[src/rtl/dtc_inverse_search_if.sv]
// Target/result handshake bundle for dtc_inverse_search.
// slave = search block, master = requester driving targets and consuming results.
interface dtc_inverse_search_if;
   logic       tgt_valid;
   logic       tgt_ready;
   logic [7:0] tgt_code;
   logic       tgt_cont;
   logic       abort;
   logic       res_valid;
   logic       res_ready;
   logic       res_found;
   logic [7:0] res_inp;
   logic [8:0] match_cnt;

   modport slave (
      input  tgt_valid, tgt_code, tgt_cont, abort, res_ready,
      output tgt_ready, res_valid, res_found, res_inp, match_cnt
   );

   modport master (
      output tgt_valid, tgt_code, tgt_cont, abort, res_ready,
      input  tgt_ready, res_valid, res_found, res_inp, match_cnt
   );
endinterface

[src/rtl/dtc_inverse_search.sv]
// Inverse search of the 8-bit classifier F: finds the first input x with F(x) == target.
// Optional macro DTC_INV_COUNT_EN: sweep all remaining candidates and count matches.
//
// state  | meaning
// IDLE   | waiting for a target, tgt_ready high
// SEARCH | one candidate evaluated per clock
// REPORT | result held until res_ready
module dtc_inverse_search (
   input  logic                  clk,
   input  logic                  rst_n,
   dtc_inverse_search_if.slave   bus
);

   typedef enum logic [1:0] {
      IDLE   = 2'd0,
      SEARCH = 2'd1,
      REPORT = 2'd2
   } state_t;

   state_t     state, state_nxt;
   logic [7:0] tgt_r;
   logic [7:0] cand;
   logic [7:0] last_inp;
   logic       empty_r;
   logic       res_found_r;
   logic [7:0] res_inp_r;
   logic       hit;

   function automatic logic [7:0] f_class(input logic [7:0] x);
      logic [7:0] y;
      if (!x[6]) begin
         if (!x[4]) y = x[0] ? 8'hEA : 8'hB8;
         else       y = x[1] ? 8'h0C : 8'hF0;
      end else begin
         if (!x[0]) y = x[1] ? 8'hCF : 8'h86;
         else       y = x[5] ? 8'h32 : 8'h51;
      end
      return y;
   endfunction

   assign hit = (f_class(cand) == tgt_r);

   always_ff @(posedge clk or negedge rst_n) begin
      if (!rst_n) state <= IDLE;
      else        state <= state_nxt;
   end

   always_comb begin
      state_nxt = state;
      case (state)
         IDLE:    if (bus.tgt_valid) state_nxt = SEARCH;
         SEARCH: begin
            if (bus.abort)          state_nxt = IDLE;
            else if (empty_r)       state_nxt = REPORT;
            else if (cand == 8'hFF) state_nxt = REPORT;
`ifndef DTC_INV_COUNT_EN
            else if (hit)           state_nxt = REPORT;
`endif
         end
         REPORT:  if (bus.res_ready) state_nxt = IDLE;
         default: state_nxt = IDLE;
      endcase
   end

   // A resumed search past 0xFF is flagged empty so the counter never wraps.
   always_ff @(posedge clk or negedge rst_n) begin
      if (!rst_n) begin
         tgt_r       <= 8'h00;
         cand        <= 8'h00;
         last_inp    <= 8'hFF;
         empty_r     <= 1'b0;
         res_found_r <= 1'b0;
         res_inp_r   <= 8'h00;
      end else begin
         case (state)
            IDLE: begin
               if (bus.tgt_valid) begin
                  tgt_r       <= bus.tgt_code;
                  cand        <= bus.tgt_cont ? last_inp + 8'd1 : 8'h00;
                  empty_r     <= bus.tgt_cont && (last_inp == 8'hFF);
                  res_found_r <= 1'b0;
                  res_inp_r   <= 8'hFF;
               end
            end
            SEARCH: begin
               if (!bus.abort && !empty_r) begin
                  if (hit && !res_found_r) begin
                     res_found_r <= 1'b1;
                     res_inp_r   <= cand;
                     last_inp    <= cand;
                  end
                  if (cand != 8'hFF) cand <= cand + 8'd1;
               end
            end
            default: ;
         endcase
      end
   end

`ifdef DTC_INV_COUNT_EN
   logic [8:0] cnt_r;

   always_ff @(posedge clk or negedge rst_n) begin
      if (!rst_n) begin
         cnt_r <= 9'd0;
      end else if (state == IDLE && bus.tgt_valid) begin
         cnt_r <= 9'd0;
      end else if (state == SEARCH && !bus.abort && !empty_r && hit) begin
         cnt_r <= cnt_r + 9'd1;
      end
   end

   assign bus.match_cnt = cnt_r;
`else
   assign bus.match_cnt = 9'd0;
`endif

   assign bus.tgt_ready = (state == IDLE);
   assign bus.res_valid = (state == REPORT);
   assign bus.res_found = res_found_r;
   assign bus.res_inp   = res_inp_r;

endmodule

[src/flat_wrapper.sv]
// flat-port wrapper written by rule: the top's interface ports become plain ports
module dtc_inverse_search_flat 
  (clk, rst_n, bus_tgt_valid, bus_tgt_code, bus_tgt_cont, bus_abort, bus_res_ready, bus_tgt_ready, bus_res_valid, bus_res_found, bus_res_inp, bus_match_cnt);
  dtc_inverse_search_if bus_i ();
  input  logic clk;
  input  logic rst_n;
  input wire logic [$bits(bus_i.tgt_valid)-1:0] bus_tgt_valid;
  input wire logic [$bits(bus_i.tgt_code)-1:0] bus_tgt_code;
  input wire logic [$bits(bus_i.tgt_cont)-1:0] bus_tgt_cont;
  input wire logic [$bits(bus_i.abort)-1:0] bus_abort;
  input wire logic [$bits(bus_i.res_ready)-1:0] bus_res_ready;
  output wire logic [$bits(bus_i.tgt_ready)-1:0] bus_tgt_ready;
  output wire logic [$bits(bus_i.res_valid)-1:0] bus_res_valid;
  output wire logic [$bits(bus_i.res_found)-1:0] bus_res_found;
  output wire logic [$bits(bus_i.res_inp)-1:0] bus_res_inp;
  output wire logic [$bits(bus_i.match_cnt)-1:0] bus_match_cnt;
  assign bus_i.tgt_valid = bus_tgt_valid;
  assign bus_i.tgt_code = bus_tgt_code;
  assign bus_i.tgt_cont = bus_tgt_cont;
  assign bus_i.abort = bus_abort;
  assign bus_i.res_ready = bus_res_ready;
  assign bus_tgt_ready = bus_i.tgt_ready;
  assign bus_res_valid = bus_i.res_valid;
  assign bus_res_found = bus_i.res_found;
  assign bus_res_inp = bus_i.res_inp;
  assign bus_match_cnt = bus_i.match_cnt;
  dtc_inverse_search u_core (.clk(clk), .rst_n(rst_n), .bus(bus_i));
endmodule
[config.mk]
export PLATFORM = sky130hd
export DESIGN_NAME = dtc_inverse_search_flat
export DESIGN_NICKNAME = d
export VERILOG_FILES = /design/src/rtl/dtc_inverse_search_if.sv /design/src/rtl/dtc_inverse_search.sv /design/src/flat_wrapper.sv
export SDC_FILE = /design/constraint.sdc
export NUM_CORES = 1
export LEC_CHECK = 0
export CORE_MARGIN = 2
export CORE_UTILIZATION = 56
export CTS_CLUSTER_SIZE = 40
export DETAILED_ROUTE_END_ITERATION = 8
export PLACE_DENSITY_LB_ADDON = 0.3
export SLEW_MARGIN = 25
export SYNTH_ARGS = -nofsm -noshare
export SYNTH_HDL_FRONTEND = slang
export SYNTH_SLANG_ARGS = --single-unit
[constraint.sdc]
create_clock -name clk -period 7 [get_ports clk]
set_input_delay 1.4 -clock clk [delete_from_list [all_inputs] [get_ports clk]]
set_output_delay 1.4 -clock clk [all_outputs]
set_load 0.01 [all_outputs]
==> metrics.yaml <==
status:
  status: "finished clean"
hold_path:
  hold_start: "u_core.empty_r"
  hold_depth: 2
  hold_class: "flip-flop to flip-flop"
route:
  route.detailed.drc: 0
  avgRoutedWirePerCell_um: 14.0
  vias_per_cell: 5.67
  drtIter0Drc: 127
  vias: 1700
  drt_first_pass_iters: 4
  drtAntennaViolNets: 0
  finalWirelength_um: 4200
synthesis:
  synthesis.area_um2: 2100
  ys_async_sr_fraction: 1.00
  synth-warning-count: 0
  synth.avg_cell_area_um2: 8.96
  synth_ff_type: "dfrtp_1"
  synth_edf_count: 0
  synth_common_cells: "nand2_1 (38), dfrtp_1 (28), nor2_1 (19), a21oi_1 (13)"
  synthDistinctLibCells: 46
  yosys.area.top_type_share: 0.334
  synthCells: 234
  synthTopCellsByArea: "dfrtp_1 (33%), dfstp_2 (10%), nand2_1 (6.8%), mux2i_1 (4.3%), buf_4 (3.9%)"
  synth_most_common_cell: "nand2_1"
  synth_top_area_cell: "dfrtp_1"
  synth-seq-area-share: 0.435
  ys_ff_latch: 36
grt:
  grt_max_degree: 37
  antenna_found_initial: 0
  overflow: 0
  grt_pass1_vias: 1581
  grt_pass1_wl_um: 7380
  grtUsageTotal: 0.228
power:
  vdd_drop_max_v: 0.000165
  combPwrFrac: 0.418
  p_per_area_nw_per_um2: 405
  p_sw_frac: 0.427
  power_switching_uw: 413
  intPower_uw: 553
  seqPwrFrac: 0.423
  leakagePower_nw: 1.10
  clockPowerShare: 0.159
clock_network:
  post_cts_buffers: 0
  path_clk_slew_ns: 0.07
  cts_tree: "built"
  clk_path_buf_depth: 2
  clock_latency_ns: 0.30
  cts-resized-gates: 0
  clkSinkCount: 36
  cts_max_level: 2
  root_buffer: "clkbuf_8"
  numCtsBuffers: 5
  cts_hold_buf: 0
cells_and_area:
  utilization: 0.657
  multi_input_area_um2: 1040
  ff_latch_area_um2: 911
  area_delta_synth_final_pct: 13.9
  diodes: 0
  nets: 268
  fillers: 303
  drive_gt1_frac: 0.0952
setup_path:
  crit_family: "simple AND/OR/NAND/NOR gates"
  critPathBufInv: 1
  slowest_delay_ns: 0.80
  reg2reg_depth: 6
  r2r-start: "u_core.cand[6]"
  path_depth: 5
  critPathRequiredTime_ns: 7.22
  path_cells: "clkdlybuf4s50_1 > nor3_1 > or3b_1 > or4_1 > mux2_1"
  startpoint: "bus_abort"
  path_max_fanout: 17
  crit_path_end_kind: "flip-flop"
  start_kind: "input pin"
  crit_arrival_ns: 3.67
  crit_path_top_delay_cell: "or4_1"
  path_class: "input pin to flip-flop"
place:
  hpwl_um: 2890
  place.gp.congestion: 0.871
  numPortBuffers: 24
job:
  max_cap_violations: 0
floorplanning:
  floorplan.initialDensity: 0.577
  die_w_um: 65.2
  dieArea_um2: 4250
  die_h_um: 65.2
  io_pins: 34
  rows: 22
  core_um2: 3630
sta:
  rsz0062_at_grt: "no"
  slew_viol_final: 0
  hold_viol: 0
  period_needed_ns: 3.44
  fmax_ghz: 0.290
  setup_viol: 0
  fin_skew_ns: 0.0108
  fin_crit_sh: 0.492
  slew_headroom: 0.460
  tightestPinTransition_ns: 0.809
  tns_ns: 0
final timing paths:
check                           slack [ns]                  to
worst max-delay path                  3.56  u_core.last_inp[1]
min in group asynchronous             1.50      u_core.cand[2]
max in group asynchronous             5.15  u_core.last_inp[1]
worst min-delay path                  0.50      u_core.empty_r
worst max register to register        3.97  u_core.last_inp[1]
worst min register to register        0.50      u_core.empty_r
layout by cell type (no fill, tap or decap), types with 3 or more instances in the layout:
| cell | netlist | routed |
|---|---|---|
| nor2b_1 | 3 | 3 |
| a31oi_1 | 6 | 6 |
| mux2i_1 | 9 | 9 |
| nand2_1 | 38 | 38 |
| and3_1 | 3 | 3 |
| clkdlybuf4s50_1 | 0 | 24 |
| o21ai_0 | 10 | 10 |
| mux2_1 | 7 | 7 |
| nand3_1 | 11 | 11 |
| xnor2_1 | 5 | 5 |
| ha_1 | 3 | 3 |
| nor2_1 | 19 | 19 |
| inv_1 | 7 | 7 |
| dfstp_2 | 8 | 8 |
| a21oi_1 | 13 | 13 |
| nand2b_1 | 4 | 4 |
| conb_1 | 1 | 9 |
| clkbuf_8 | 0 | 6 |
| xor2_1 | 4 | 4 |
| dfrtp_1 | 28 | 28 |
logic make-up (layout without fill, tap and decap cells):
kind of cell | count (synthesis) | count (layout) | share of synthesized area
compound gates | 43 | 43 | 0.126
xor+xnor | 9 | 9 | 0.0376
fa+ha+maj | 3 | 3 | 0.0179
buf+inv | 32 | 42 | 0.0824
flops | 36 | 36 | 0.435
mux | 18 | 18 | 0.0931
other cells | 1 | 9 | 0.00179
simple gates | 92 | 92 | 0.207
power by group through the flow:
| stage | Clock, mW | Sequential [mW] | Combinational, mW |
|---|---|---|---|
| 5_1_grt | 0.163 | 0.423 | 0.463 |
| 6_report | 0.153 | 0.409 | 0.404 |
| 3_3_place_gp | 0 | 0.405 | 0.387 |
| 3_5_place_dp | 0 | 0.409 | 0.398 |
| 4_1_cts | 0.156 | 0.406 | 0.403 |
| 2_1_floorplan | 0 | 0.359 | 0.344 |
metal layers:
| metal | GRT usage | routed length [µm] |
|---|---|---|
| met1 | 0.316 | 1880 |
| met4 | 0.0964 | 81 |
| met2 | 0.344 | 1980 |
| met3 | 0.0514 | 269 |
| met5 | 0 | 0 |
worst register-to-register path: stages, from the launching register on:
cell and delay [ns]:
dfrtp_1 0.63, inv_2 0.16, a21o_1 0.19, a32o_1 0.25
or3_1 0.35, or4_1 0.93, mux2_1 0.46
flip-flops by register name, indices dropped and copies added, names as in the netlist:
name                  cells
u_core.bus.res_inp        8
u_core.cand               8
u_core.last_inp           8
u_core.tgt_r              8
u_core.state              2
u_core.bus.res_found      1
u_core.empty_r            1
cell type report:
cell class / instances / area share
clock buffers: 6 / 0.0346
clock inverters: 2 / 0.00419
inverters: 9 / 0.0142
multi-input cells: 174 / 0.437
flip-flops and latches: 36 / 0.382
well taps: 48 / 0.0252
repair buffers: 25 / 0.104
metrics by stage:
stage | setup WS, ns | cell area, µm² | hold WS (ns) | power (mW) | std cells
6_report | 3.56 | 2390 | 0.497 | 0.966 | 300
4_1_cts | 3.53 | 2390 | 0.494 | 0.964 | 300
2_1_floorplan | 4.02 | 2130 | 0.451 | 0.703 | 242
5_1_grt | 3.41 | 2390 | 0.536 | 1.05 | 300
3_3_place_gp | 3.28 | 2290 | 0.477 | 0.792 | 292
3_5_place_dp | 3.23 | 2290 | 0.479 | 0.807 | 292
(Power assumes the default switching activity.)
